===== src/rtl/fpu_pkg.sv =====
// fpu_pkg: shared constants and types for the FP multiply normalize/round pipeline
//   BIAS, EXP_INF, QNAN  - IEEE-754 single-precision constants
//   FLAG_*               - bit indices into the 4-bit {invalid, overflow, underflow, inexact} flag vector
//   exp_t                - 10-bit signed exponent, wide enough that no intermediate wraps
//   s1_t                 - normalized operand held between the two pipeline stages
package fpu_pkg;
    localparam int BIAS = 127;
    localparam int EXP_INF = 255;
    localparam logic [31:0] QNAN = 32'h7FC00000;
    localparam int FLAG_INVALID = 3;
    localparam int FLAG_OVERFLOW = 2;
    localparam int FLAG_UNDERFLOW = 1;
    localparam int FLAG_INEXACT = 0;
    typedef logic signed [9:0] exp_t;
    typedef struct packed {
        logic sign;
        exp_t exp;
        logic [22:0] mant;
        logic g;
        logic r;
        logic s;
        logic nan;
        logic inf;
        logic zero;
    } s1_t;
endpackage


===== src/rtl/fp_round_rne.sv =====
// fp_round_rne: combinational round-to-nearest-even with post-round renormalize
//   mant, g, r, s  - 23-bit fraction plus guard/round/sticky bits
//   exp            - exponent before rounding
//   frac, exp_out  - rounded fraction and exponent (carry out of the fraction bumps exp)
//   inexact        - any discarded bit was set
module fp_round_rne
    import fpu_pkg::*;
(
    input  logic [22:0] mant,
    input  logic        g,
    input  logic        r,
    input  logic        s,
    input  exp_t        exp,
    output logic [22:0] frac,
    output exp_t        exp_out,
    output logic        inexact
);
    logic        up;
    logic [23:0] sum;
    always_comb begin
        up = g && (r || s || mant[0]);
        sum = {1'b0, mant} + {23'd0, up};
        // on carry the low 23 bits of sum are already zero: 1.111..1 + ulp = 10.000..0
        frac = sum[22:0];
        exp_out = exp + exp_t'({9'd0, sum[23]});
        inexact = g || r || s;
    end
endmodule


===== src/rtl/fp_mul_norm_round.sv =====
// fp_mul_norm_round: 2-stage valid/ready pipeline that normalizes, rounds and packs a 24x24 mantissa product
//   clk, rst_n                    - clock, asynchronous active-low reset
//   in_valid/in_ready             - upstream handshake
//   in_sign, in_exp, in_prod      - sign, biased exponent sum (ea+eb-127), raw mantissa product
//   in_nan, in_inf, in_zero       - operand class flags
//   out_valid/out_ready           - downstream handshake
//   out_result, out_flags         - packed single-precision result, {invalid, overflow, underflow, inexact}
module fp_mul_norm_round
    import fpu_pkg::*;
(
    input  logic               clk,
    input  logic               rst_n,
    input  logic               in_valid,
    output logic               in_ready,
    input  logic               in_sign,
    input  logic signed [9:0]  in_exp,
    input  logic [47:0]        in_prod,
    input  logic               in_nan,
    input  logic               in_inf,
    input  logic               in_zero,
    output logic               out_valid,
    input  logic               out_ready,
    output logic [31:0]        out_result,
    output logic [3:0]         out_flags
);
    logic        s1_valid, s2_valid, s1_load, s2_load;
    s1_t         s1, n;
    logic [22:0] r_frac;
    exp_t        r_exp;
    logic        r_inexact;
    logic [31:0] res;
    logic [3:0]  flg;

    assign s2_load = !s2_valid || out_ready;
    assign s1_load = !s1_valid || s2_load;
    assign in_ready = s1_load;
    assign out_valid = s2_valid;

    // a set bit 47 means the product is in [2,4): shift one more place and bump the exponent
    always_comb begin
        n.sign = in_sign;
        n.nan = in_nan;
        n.inf = in_inf;
        n.zero = in_zero;
        n.mant = in_prod[47] ? in_prod[46:24] : in_prod[45:23];
        n.g = in_prod[47] ? in_prod[23] : in_prod[22];
        n.r = in_prod[47] ? in_prod[22] : in_prod[21];
        n.s = in_prod[47] ? |in_prod[21:0] : |in_prod[20:0];
        n.exp = in_exp + exp_t'({9'd0, in_prod[47]});
    end

    fp_round_rne u_round (
        .mant    (s1.mant),
        .g       (s1.g),
        .r       (s1.r),
        .s       (s1.s),
        .exp     (s1.exp),
        .frac    (r_frac),
        .exp_out (r_exp),
        .inexact (r_inexact)
    );

    // class flags take priority over the numeric path; overflow/underflow use the post-round exponent
    always_comb begin
        res = {s1.sign, 31'd0};
        flg = '0;
        if (s1.nan) begin
            res = QNAN;
        end else if (s1.inf && s1.zero) begin
            res = QNAN;
            flg[FLAG_INVALID] = 1'b1;
        end else if (s1.inf) begin
            res = {s1.sign, 8'hFF, 23'd0};
        end else if (s1.zero) begin
            res = {s1.sign, 31'd0};
        end else if (r_exp >= exp_t'(EXP_INF)) begin
            res = {s1.sign, 8'hFF, 23'd0};
            flg[FLAG_OVERFLOW] = 1'b1;
            flg[FLAG_INEXACT] = 1'b1;
        end else if (r_exp <= exp_t'(0)) begin
            flg[FLAG_UNDERFLOW] = 1'b1;
            flg[FLAG_INEXACT] = 1'b1;
        end else begin
            res = {s1.sign, r_exp[7:0], r_frac};
            flg[FLAG_INEXACT] = r_inexact;
        end
    end

    always_ff @(posedge clk or negedge rst_n) begin
        if (!rst_n) begin
            s1_valid <= 1'b0;
            s1 <= '0;
            s2_valid <= 1'b0;
            out_result <= '0;
            out_flags <= '0;
        end else begin
            if (s1_load) begin
                s1_valid <= in_valid;
                if (in_valid) s1 <= n;
            end
            if (s2_load) begin
                s2_valid <= s1_valid;
                if (s1_valid) begin
                    out_result <= res;
                    out_flags <= flg;
                end
            end
        end
    end
endmodule

===== config.mk =====
export PLATFORM = sky130hd
export DESIGN_NAME = fp_mul_norm_round
export DESIGN_NICKNAME = d
export VERILOG_FILES = /design/src/rtl/fpu_pkg.sv /design/src/rtl/fp_round_rne.sv /design/src/rtl/fp_mul_norm_round.sv
export SDC_FILE = /design/constraint.sdc
export NUM_CORES = 1
export LEC_CHECK = 0
export CAP_MARGIN = 20
export CORE_ASPECT_RATIO = 1.25
export CORE_MARGIN = 1.5
export CORE_UTILIZATION = 37
export DETAILED_ROUTE_END_ITERATION = 16
export PLACE_DENSITY_LB_ADDON = 0.1
export SYNTH_ARGS = -nofsm -noshare
export SYNTH_HDL_FRONTEND = slang
export SYNTH_SLANG_ARGS = --single-unit

===== constraint.sdc =====
create_clock -name clk -period 4.4 [get_ports clk]
set_input_delay 0.88 -clock clk [delete_from_list [all_inputs] [get_ports clk]]
set_output_delay 0.88 -clock clk [all_outputs]
set_load 0.005 [all_outputs]

==> out/metrics.cfg, run 1 <==
[timing]
slew_headroom_pct = 35.5
rsz0062_at_grt = no
post-route-period-util_pct = 85.3
hold_violations = 0
setup_violations = 0
fin_skew_ns = 0.0108
slew_viol_final = 0
setup-tns-final_ns = 0
clock.fmax_mhz = 266
min_period_ns = 3.75
tightest_slew_ns = 0.963

[cts]
cts_resized = 0
htreeDepth = 3
clkTransAtPathRegs_ns = 0.06
clk-insertion-delay-late_ns = 0.33
cts_hold_buf = 0
postCtsSetupBuffers = 0
cts_inserted_buffers = 9
clockBufferDepth = 2
clock_sinks = 78
cts_root_buf = clkbuf_16
tritoncts = yes

[yosys]
yosysTopAreaCellShare_pct = 45.7
yosysMostFrequentCell = nand2_1
syn_nets = 524
yosysTopAreaCell = dfrtp_1
ys_async_sr_fraction_pct = 100
syn_avg_cell_area_um2 = 9.44
yosys-top-cells-count = 79 x nand2_1, 78 x dfrtp_1, 61 x o21ai_0
seq_area_frac_synth_pct = 45.7
syn_inst = 452
syn_area_um2 = 4270
synth_edf_count = 0
synthTopCellsByArea = dfrtp_1 46%, o21ai_0 7.2%, nand2_1 7.0%
ys_warn_count = 0
synth_flop_cell = dfrtp_1
synth_seq_cells = 78
ys_types = 53

[setup_path]
critPathArrivalTime_ns = 3.96
worstSetupPathType = flip-flop to flip-flop
crit_slowest_cell = nor4_1
slowest_delay_ns = 0.66
crit_path_cell_trace = and4_2 > nand2_1 > nor4_1 > and3_1 > ha_1 > ha_1 > and2_1 > a21oi_1 > o32ai_1 > nand4_1 > o211ai_1 > buf_4 > o21ai_0
path_common_cell = ha_1
required_ns = 4.60
cp-end-kind = flip-flop
crit_fanout = 22
start_kind = flip-flop

[place]
io_buffers = 103
gp_congestion = 0.805
post-dp-hpwl_um = 7750
placed_area_um2 = 5360

[floorplan]
fp.dieH_um = 123
die_area_um2 = 12200
dieWidth_um = 99.0
pin_count = 104
start_util_pct = 38.1
core-area_um2 = 11200
rows = 43

[detailed_routing]
drt-initial-drc-count = 149
drc = 0
drt_wl_total_um = 10600
ant_nets = 0
vias_per_cell = 5.21
drtPass1Iterations = 4
wire_per_inst_um = 15.4
vias = 3562

[grt]
grt_pass1_wl_um = 17400
track_usage_pct = 18.1
busiest_layer = met2
met2_usage_pct = 33.3
met1_usage_pct = 21.0
antenna_found_initial = 0
overflow = 0
grt_pass1_vias = 3644
grt_start_max_net_pins = 79
grt_use_met3_pct = 3.11

[status]
status = completed

[final_layout]
n_fill_cell = 1108
drive_above_1_share_pct = 7.10
seq_area_um2 = 1950
design_area_um2 = 5660
num_antenna_cells = 0
multi_input_area_um2 = 2180
syn_to_final_growth_pct = 32.6
nets = 617

[min_path]
min_path_type = primary input to async pin

[power]
power_density_nw_per_um2 = 348
leakagePower_nw = 2.31
irDropWorstVdd_uv = 205

[job]
cap_viol_max_count = 0

-- registers in the layout (all words and copies together) (netlist names) --
name,count
out_flags,4
out_result,32
out_valid,1
s1,40
s1_valid,1
-- through the flow --
step                      hold slack [ns]  instances  utilization [%]  worst slack [ns]  total power [mW]
final                               0.375        684             50.5             0.647              1.97
after global routing                0.371        684             50.5             0.258              2.08
after CTS                           0.484        683             50.3             0.661              1.99
after detailed placement            0.470        668             47.9             0.674              1.32
after global placement              0.464        668             47.9             0.815              1.31
after floorplan                     0.460        452                -              1.24              1.11
-- where the power goes --
group | switching, mW | total, mW | internal [mW] | leakage (nW)
clock network | 0.286 | 0.663 | 0.377 | 0.127
registers | 0.107 | 0.913 | 0.806 | 0.971
logic | 0.175 | 0.394 | 0.219 | 1.21
total | 0.568 | 1.97 | 1.40 | 2.31
-- layer usage --
layer  wire [um]  vias up
li1            -     1782
met1        4530     1704
met2        5520       62
met3         314       14
met4         190        0
met5           0        -
-- logic make-up (layout without fill, tap and decap cells) --
logic type / after synthesis / count (layout) / synth area share (%)
AOI/OAI and AO/OA: 94 / 94 / 13.2
xor gates and xnor gates: 38 / 38 / 7.80
adders and majority gates: 6 / 6 / 1.76
buffers and inverters: 30 / 127 / 3.26
DFF: 78 / 78 / 45.7
muxes: 31 / 31 / 7.45
and+or+nand+nor: 175 / 175 / 20.8
-- critical path: cells and delay by family, from the launching register on --
family                     cells  cell delay, ns
and+or+nand+nor                6            1.68
AOI/OAI and AO/OA              4            0.71
adders and majority gates      2            0.53
DFF                            1            0.43
buffers and inverters          1            0.29
-- placed cells by master (no fill, tap or decap), drive strengths merged, types with 3 or more instances in the layout --
cell / netlist / final
mux2: 6 / 6
or4: 3 / 3
nor4: 8 / 8
a21oi: 10 / 10
buf: 11 / 6
dfrtp: 78 / 78
clkinv: 0 / 3
ha: 6 / 6
xor2: 20 / 20
clkbuf: 13 / 9
nor2: 20 / 20
o32ai: 4 / 4
nand4: 11 / 11
clkdlybuf4s50: 0 / 101
nor3: 4 / 4
a22o: 3 / 3
nand2b: 4 / 4
and3: 12 / 12
nand3: 20 / 20
and2: 6 / 6
o21ai: 61 / 61
nand2: 79 / 79
xnor2: 18 / 18
and4: 3 / 3
inv: 5 / 6
o22a: 3 / 3
mux2i: 25 / 25
-- layout make-up --
| type | instances | share of cell area [%] |
|---|---|---|
| clock buffers | 9 | 3.98 |
| multi-input cells | 344 | 38.5 |
| clock inverters | 6 | 0.686 |
| repair buffers | 107 | 19.0 |
| inverters | 5 | 0.332 |
| flip-flops and latches | 78 | 34.5 |
| well taps | 135 | 2.99 |
-- worst paths after layout --
path,from,end,slack (ns),cells after the start
min in group clk,out_result[1]$_DFFE_PN0P_,out_result[1]$_DFFE_PN0P_,0.47,2
worst max register to register,s1[9]$_DFFE_PN0P_,out_result[7]$_DFFE_PN0P_,0.65,13
worst max-delay path,s1[9]$_DFFE_PN0P_,out_result[7]$_DFFE_PN0P_,0.65,13
max in group asynchronous,rst_n,s1[27]$_DFFE_PN0P_,3.45,2
worst min register to register,out_result[1]$_DFFE_PN0P_,out_result[1]$_DFFE_PN0P_,0.47,2
worst min-delay path,rst_n,s1[37]$_DFFE_PN0P_,0.38,1
No activity file was read; power rests on OpenSTA's default activity.
==> run 2, diff against run 1 <==
- ABC_AREA: default -> 1
==> run 2 against run 1 <==
Compared with the run above: setup slack better by 0.17 ns; largest power group unchanged; critical path depth rose by 6; final cell count grew 24%; global-route usage increased by 1.1 points; critical endpoint is now out_result[4]$_DFFE_PN0P_; clock skew down 0.0062 ns.
==> out/metrics.cfg, run 2 <==
[grt]
met2_usage_pct = 30.4  ; was 33.3%
grt_pass1_wl_um = 19200  ; was 17400 um
busiest_layer = met2  ; unchanged
track_usage_pct = 19.3  ; was 18.1%
met1_usage_pct = 26.3  ; was 21.0%
antenna_found_initial = 0  ; unchanged
grt_pass1_vias = 4007  ; was 3644
grt_start_max_net_pins = 79  ; unchanged
overflow = 0  ; unchanged
grt_use_met3_pct = 2.72  ; was 3.11%

[cts]
cts_resized = 0  ; unchanged
cts_inserted_buffers = 9  ; unchanged
postCtsSetupBuffers = 0  ; unchanged
cts_hold_buf = 0  ; unchanged
clock_sinks = 78  ; unchanged
cts_root_buf = clkbuf_16  ; unchanged
htreeDepth = 3  ; unchanged
clk-insertion-delay-late_ns = 0.34  ; was 0.33 ns
clockBufferDepth = 2  ; unchanged
tritoncts = yes  ; unchanged
clkTransAtPathRegs_ns = 0.06  ; about the same

[floorplan]
start_util_pct = 38.2  ; was 38.1%
dieWidth_um = 101  ; was 99.0 um
die_area_um2 = 12700  ; was 12200 um^2
pin_count = 104  ; unchanged
core-area_um2 = 11700  ; was 11200 um^2
fp.dieH_um = 126  ; was 123 um
rows = 44  ; was 43

[detailed_routing]
vias = 4084  ; was 3562
ant_nets = 0  ; unchanged
drtPass1Iterations = 4  ; unchanged
drt-initial-drc-count = 143  ; was 149
drc = 0  ; unchanged
vias_per_cell = 4.83  ; was 5.21
drt_wl_total_um = 11300  ; was 10600 um
wire_per_inst_um = 13.4  ; was 15.4 um

[final_layout]
n_fill_cell = 1168  ; was 1108
seq_area_um2 = 1950  ; unchanged
largest_reg_flops = 40  ; unchanged
syn_to_final_growth_pct = 33.8  ; was 32.6%
final_cells = 846  ; was 684
largestRegisters = s1 x40, out_result x32, out_flags x4  ; unchanged
largest-register = s1  ; unchanged
nets = 754  ; was 617
mostFrequentLayoutCells = 172 x nand2_1, 102 x clkdlybuf4s50_1, 78 x dfrtp_1  ; was 101 x clkdlybuf4s50_1, 78 x nand2_1, 78 x dfrtp_1
multi_input_area_um2 = 2160  ; was 2180 um^2
final_common_cell = nand2_1  ; was clkdlybuf4s50_1
num_antenna_cells = 0  ; unchanged
drive_above_1_share_pct = 8.76  ; was 7.10%

[yosys]
yosys-top-cells-count = 172 x nand2_1, 78 x dfrtp_1, 63 x inv_1  ; was 79 x nand2_1, 78 x dfrtp_1, 61 x o21ai_0
ys_async_sr_fraction_pct = 100  ; unchanged
yosysTopAreaCellShare_pct = 43.8  ; was 45.7%
ys_types = 38  ; was 53
synth_seq_cells = 78  ; unchanged
seq_area_frac_synth_pct = 43.8  ; was 45.7%
ys_warn_count = 0  ; unchanged
yosysTopAreaCell = dfrtp_1  ; unchanged
synth_edf_count = 0  ; unchanged
syn_nets = 655  ; was 524
syn_avg_cell_area_um2 = 7.64  ; was 9.44 um^2
yosysMostFrequentCell = nand2_1  ; unchanged
synth_flop_cell = dfrtp_1  ; unchanged
syn_area_um2 = 4460  ; was 4270 um^2
synthTopCellsByArea = dfrtp_1 44%, nand2_1 14%, inv_1 5.3%  ; was dfrtp_1 46%, o21ai_0 7.2%, nand2_1 7.0%
syn_inst = 583  ; was 452

[setup_path]
critical_path.startpoint = s1[10]$_DFFE_PN0P_  ; was s1[9]$_DFFE_PN0P_
cp-end-kind = flip-flop  ; unchanged
r2r_slack_ns = 0.81  ; was 0.65 ns
crit_slowest_cell = dfrtp_1  ; was nor4_1
path_common_cell = nor2_1  ; was ha_1
timing.rr.start = s1[10]$_DFFE_PN0P_  ; was s1[9]$_DFFE_PN0P_
crit_path_cell_trace = inv_1 > nor3_1 > nand2_1 > nor2_1 > nand3_1 > nor3_1 > nand3_1 > nor2_1 > ha_1 > ha_1 > or2_2 > nor2_1 > nand3_1 > nor2_1 > nand2_2 > nand2_2 > inv_2 > nand3_4 > o21ai_0  ; was and4_2 > nand2_1 > nor4_1 > and3_1 > ha_1 > ha_1 > and2_1 > a21oi_1 > o32ai_1 > nand4_1 > o211ai_1 > buf_4 > o21ai_0
r2r_cells = 19  ; was 13
critPathArrivalTime_ns = 3.80  ; was 3.96 ns
required_ns = 4.61  ; was 4.60 ns
crit_end = out_result[4]$_DFFE_PN0P_  ; was out_result[7]$_DFFE_PN0P_
worstSetupPathType = flip-flop to flip-flop  ; unchanged
slowest_delay_ns = 0.38  ; was 0.66 ns
r2r-end = out_result[4]$_DFFE_PN0P_  ; was out_result[7]$_DFFE_PN0P_
start_kind = flip-flop  ; unchanged
crit_fanout = 22  ; unchanged

[power]
combPwrFrac_pct = 25.5  ; was 20.0%
power_density_nw_per_um2 = 389  ; was 348 nW/um^2
seq_power_share_pct = 40.4  ; was 46.3%
swShare_pct = 29.8  ; was 28.8%
irDropWorstVdd_uv = 212  ; was 205 uV
p_int_mw = 1.63  ; was 1.40 mW
leakagePower_nw = 2.74  ; was 2.31 nW
p_sw_mw = 0.690  ; was 0.568 mW
p_clk_share_pct = 34.0  ; was 33.7%

[timing]
post-route-period-util_pct = 81.5  ; was 85.3%
hold_violations = 0  ; unchanged
min_period_ns = 3.59  ; was 3.75 ns
clock.fmax_mhz = 279  ; was 266 MHz
setup-tns-final_ns = 0  ; unchanged
fin_skew_ns = 0.00459  ; was 0.0108 ns
rsz0062_at_grt = no  ; unchanged
tightest_slew_ns = 0.616  ; was 0.963 ns
slew_viol_final = 0  ; unchanged
setup_violations = 0  ; unchanged
slew_headroom_pct = 58.6  ; was 35.5%

[status]
status = completed  ; unchanged

[place]
post-dp-hpwl_um = 8760  ; was 7750 um
gp_congestion = 0.865  ; was 0.805
io_buffers = 103  ; unchanged
placed_cells = 831  ; was 668

[min_path]
min_path_type = primary input to async pin  ; unchanged

[job]
cap_viol_max_count = 0  ; unchanged

## run 2: changes by cell type after synthesis, moves of 14 or more
cell,previous run,this run
inv_1,5,63
mux2i_1,25,0
nand2_1,79,172
nor2_1,20,51
o21ai_0,61,37
o21ai_2,0,21
xnor2_1,18,4
## run 2: worst min-delay path by stage
stage	start	to	cells after the start
finish	rst_n	out_result[25]$_DFFE_PN0P_	1
global route	rst_n	out_result[25]$_DFFE_PN0P_	1
CTS	s1[4]$_DFFE_PN0P_	s1[4]$_DFFE_PN0P_	2
detailed placement	out_result[11]$_DFFE_PN0P_	out_result[11]$_DFFE_PN0P_	2
global placement	s1[39]$_DFFE_PN0P_	s1[39]$_DFFE_PN0P_	2
floorplan	s1[2]$_DFFE_PN0P_	s1[2]$_DFFE_PN0P_	2
## run 2: kinds of logic after synthesis
logic type | Yosys count | synth area share [%]
and+or+nand+nor | 294 | 28.6
adders and majority gates | 6 | 1.68
xor gates and xnor gates | 20 | 3.93
AOI/OAI and AO/OA | 99 | 14.3
DFF | 78 | 43.8
buffers and inverters | 86 | 7.69
## run 2: worst max-delay path: cells and delay by family (launching register included)
kind                       cells  cell delay, ns
AOI/OAI and AO/OA              1            0.13
adders and majority gates      2            0.51
buffers and inverters          2            0.14
DFF                            1            0.38
and+or+nand+nor               14            2.27
## run 2: metal layers
metal	part of all wire, %	up-vias
li1	-	2084
met2	47	107
met1	47	1874
met3	4.3	19
met5	0	-
met4	2.3	0
## run 2: cell type report
| type | instances | share of cell area, % |
|---|---|---|
| Inverter | 66 | 4.16 |
| Clock inverter | 4 | 1.22 |
| Clock buffer | 10 | 4.01 |
| Tap cell | 161 | 3.38 |
| Timing Repair Buffer | 108 | 18.2 |
| Sequential cell | 78 | 32.8 |
| Multi-Input combinational cell | 419 | 36.3 |
## run 2: power by group through the flow
stage | logic [mW] | clock network [mW] | registers, mW
6_report | 0.591 | 0.788 | 0.936
2_1_floorplan | 0.314 | 0 | 0.929
3_3_place_gp | 0.593 | 0 | 0.945
3_5_place_dp | 0.596 | 0 | 0.950
5_1_grt | 0.669 | 0.838 | 0.956
4_1_cts | 0.599 | 0.805 | 0.937
## run 2: stage by stage
step	hold slack (ns)	worst slack (ns)	total power, mW	util (%)	cell area [um^2]
floorplan	0.450	1.38	1.24	-	4460
detailed placement	0.474	0.808	1.55	48.2	5620
global route	0.490	0.269	2.46	51.1	5960
global placement	0.464	0.934	1.54	48.2	5620
finish	0.464	0.812	2.32	51.1	5960
CTS	0.487	0.788	2.34	50.8	5930
==> run 3, diff against run 2 <==
- clock period: 4.4 -> 3.5 ns (I/O delays scaled with it)
==> run 3 against run 2 <==
Compared with the run above: sequential cell count is the same; first-iteration DRC count grew 17%; worst hold slack worse by 0.18 ns; critical path depth up 1; sequential power increased by 26%; via count decreased by 0.32%; clock skew is 0.0025 ns higher; fmax up 13%.
==> out/metrics.cfg, run 3 (synthesis gave the netlist of run 2 again) <==
[final_layout]
final_common_cell = nand2_1  ; unchanged
largestRegisters = s1 x40, out_result x32, out_flags x4  ; unchanged
mostFrequentLayoutCells = 172 x nand2_1, 102 x clkdlybuf4s50_1, 78 x dfrtp_1  ; unchanged
syn_to_final_growth_pct = 35.2  ; was 33.8%
largest-register = s1  ; unchanged
n_fill_cell = 1207  ; was 1168
drive_above_1_share_pct = 10.7  ; was 8.76%
final_cells = 855  ; was 846
nets = 761  ; was 754
design_area_um2 = 6020  ; was 5960 um^2
num_antenna_cells = 0  ; unchanged
largest_reg_flops = 40  ; unchanged

[setup_path]
start_kind = flip-flop  ; unchanged
cp-end-kind = flip-flop  ; unchanged
crit_fanout = 12  ; was 22
required_ns = 3.72  ; was 4.61 ns
worstSetupPathType = flip-flop to flip-flop  ; unchanged
r2r_slack_ns = 0.33  ; was 0.81 ns
critPathArrivalTime_ns = 3.39  ; was 3.80 ns

[floorplan]
core-area_um2 = 11700  ; unchanged
rows = 44  ; unchanged
pin_count = 104  ; unchanged
dieWidth_um = 101  ; unchanged
die_area_um2 = 12700  ; unchanged
start_util_pct = 38.2  ; unchanged
fp.dieH_um = 126  ; unchanged

[cts]
clkTransAtPathRegs_ns = 0.06  ; about the same
cts_root_buf = clkbuf_16  ; unchanged
clockBufferDepth = 2  ; unchanged
cts_hold_buf = 0  ; unchanged
htreeDepth = 3  ; unchanged
clock_sinks = 78  ; unchanged
cts_inserted_buffers = 9  ; unchanged
tritoncts = yes  ; unchanged
clk-insertion-delay-late_ns = 0.34  ; about the same

[place]
gp_congestion = 0.846  ; was 0.865
placed_cells = 838  ; was 831
post-dp-hpwl_um = 8760  ; about the same
io_buffers = 103  ; unchanged
placed_area_um2 = 5700  ; was 5620 um^2

[detailed_routing]
wl_met1_um = 5210  ; was 5320 um
drt_wl_total_um = 11400  ; was 11300 um
route.met2.wl_um = 5380  ; was 5280 um
wire_per_inst_um = 13.4  ; about the same
vias_per_cell = 4.76  ; was 4.83
vias = 4071  ; was 4084
drt-initial-drc-count = 167  ; was 143
drc = 0  ; unchanged
topRoutingLayerUsed = met4  ; unchanged
routed-wl-met3_um = 641  ; was 485 um
ant_nets = 0  ; unchanged
drtPass1Iterations = 4  ; unchanged

[timing]
clock.fmax_mhz = 315  ; was 279 MHz
post-route-period-util_pct = 90.7  ; was 81.5%
tightest_slew_ns = 0.618  ; was 0.616 ns
slew_viol_final = 0  ; unchanged
min_period_ns = 3.17  ; was 3.59 ns
slew_headroom_pct = 58.5  ; was 58.6%
fin_skew_ns = 0.00708  ; was 0.00459 ns
hold_violations = 0  ; unchanged
setup_violations = 0  ; unchanged
hold_ws_ns = 0.286  ; was 0.464 ns

[job]
cap_viol_max_count = 0  ; unchanged

[grt]
overflow = 0  ; unchanged
grt_pass1_vias = 3940  ; was 4007
grt_start_max_net_pins = 79  ; unchanged
antenna_found_initial = 0  ; unchanged
grt_pass1_wl_um = 19000  ; was 19200 um
track_usage_pct = 19.2  ; was 19.3%

[status]
status = completed  ; unchanged

[power]
irDropWorstVdd_uv = 206  ; was 212 uV
power_density_nw_per_um2 = 466  ; was 389 nW/um^2
leakagePower_nw = 2.76  ; was 2.74 nW

[min_path]
min_path_type = primary input to async pin  ; unchanged

[run 3: final cells by class]
type                            instances  area (um^2)  area share, %
Multi-Input combinational cell        419         2180           36.2
Sequential cell                        78         1950           32.4
Timing Repair Buffer                  115         1160           19.3
Inverter                               66          248           4.11
Clock buffer                           10          239           3.97
Tap cell                              161          201           3.35
Clock inverter                          6         37.5          0.623
[run 3: worst paths after layout]
path	start	to	cells after the start
setup reg to reg	s1[10]$_DFFE_PN0P_	out_result[11]$_DFFE_PN0P_	20
min in group clk	out_result[17]$_DFFE_PN0P_	out_result[17]$_DFFE_PN0P_	2
hold reg to reg	out_result[17]$_DFFE_PN0P_	out_result[17]$_DFFE_PN0P_	2
setup / recovery	s1[10]$_DFFE_PN0P_	out_result[11]$_DFFE_PN0P_	20
max in group asynchronous	rst_n	out_result[11]$_DFFE_PN0P_	2
hold / removal	rst_n	s1[2]$_DFFE_PN0P_	1
[run 3: where the power goes]
group	switching [mW]	internal (mW)
combinational	0.389	0.370
clock	0.379	0.495
sequential	0.125	1.05
[run 3: repair_timing]
action | 4_1_cts | 5_1_grt
buffers inserted | 0 | 0
endpoints found under the setup margin | 0 | 30
resized for setup | 0 | 5
[run 3: layer usage]
| layer | vias up | global-route usage (%) |
|---|---|---|
| met4 | 0 | 6.54 |
| met3 | 13 | 4.38 |
| met1 | 1855 | 25.6 |
| met5 | - | 0 |
| li1 | 2093 | - |
| met2 | 110 | 30.6 |
[run 3: critical path, stage by stage (launching register included)]
cell     delay (ns)
dfrtp_1        0.38
inv_1          0.11
nor3_2         0.21
nand2_1        0.11
nor2_2         0.14
nand3_2        0.12
nor3_2         0.12
nand3_1        0.08
nor2_1         0.15
ha_2           0.23
ha_1           0.26
or2_2          0.28
nor2_1         0.10
nand3_1        0.08
nor2_1         0.13
nand2_2        0.07
nand2_2        0.08
inv_2          0.05
nand3_4        0.14
buf_12         0.17
o21ai_2        0.05
[run 3: per-stage QoR]
stage	setup TNS, ns	total power, mW	worst slack [ns]	utilization, %
after detailed placement	0	1.96	0.121	48.8
final	0	2.81	0.327	51.6
after global routing	-0.0103	2.99	-0.00912	51.6
after floorplan	0	1.56	0.484	-
after global placement	0	1.95	0.253	48.8
after CTS	0	2.84	0.105	51.2
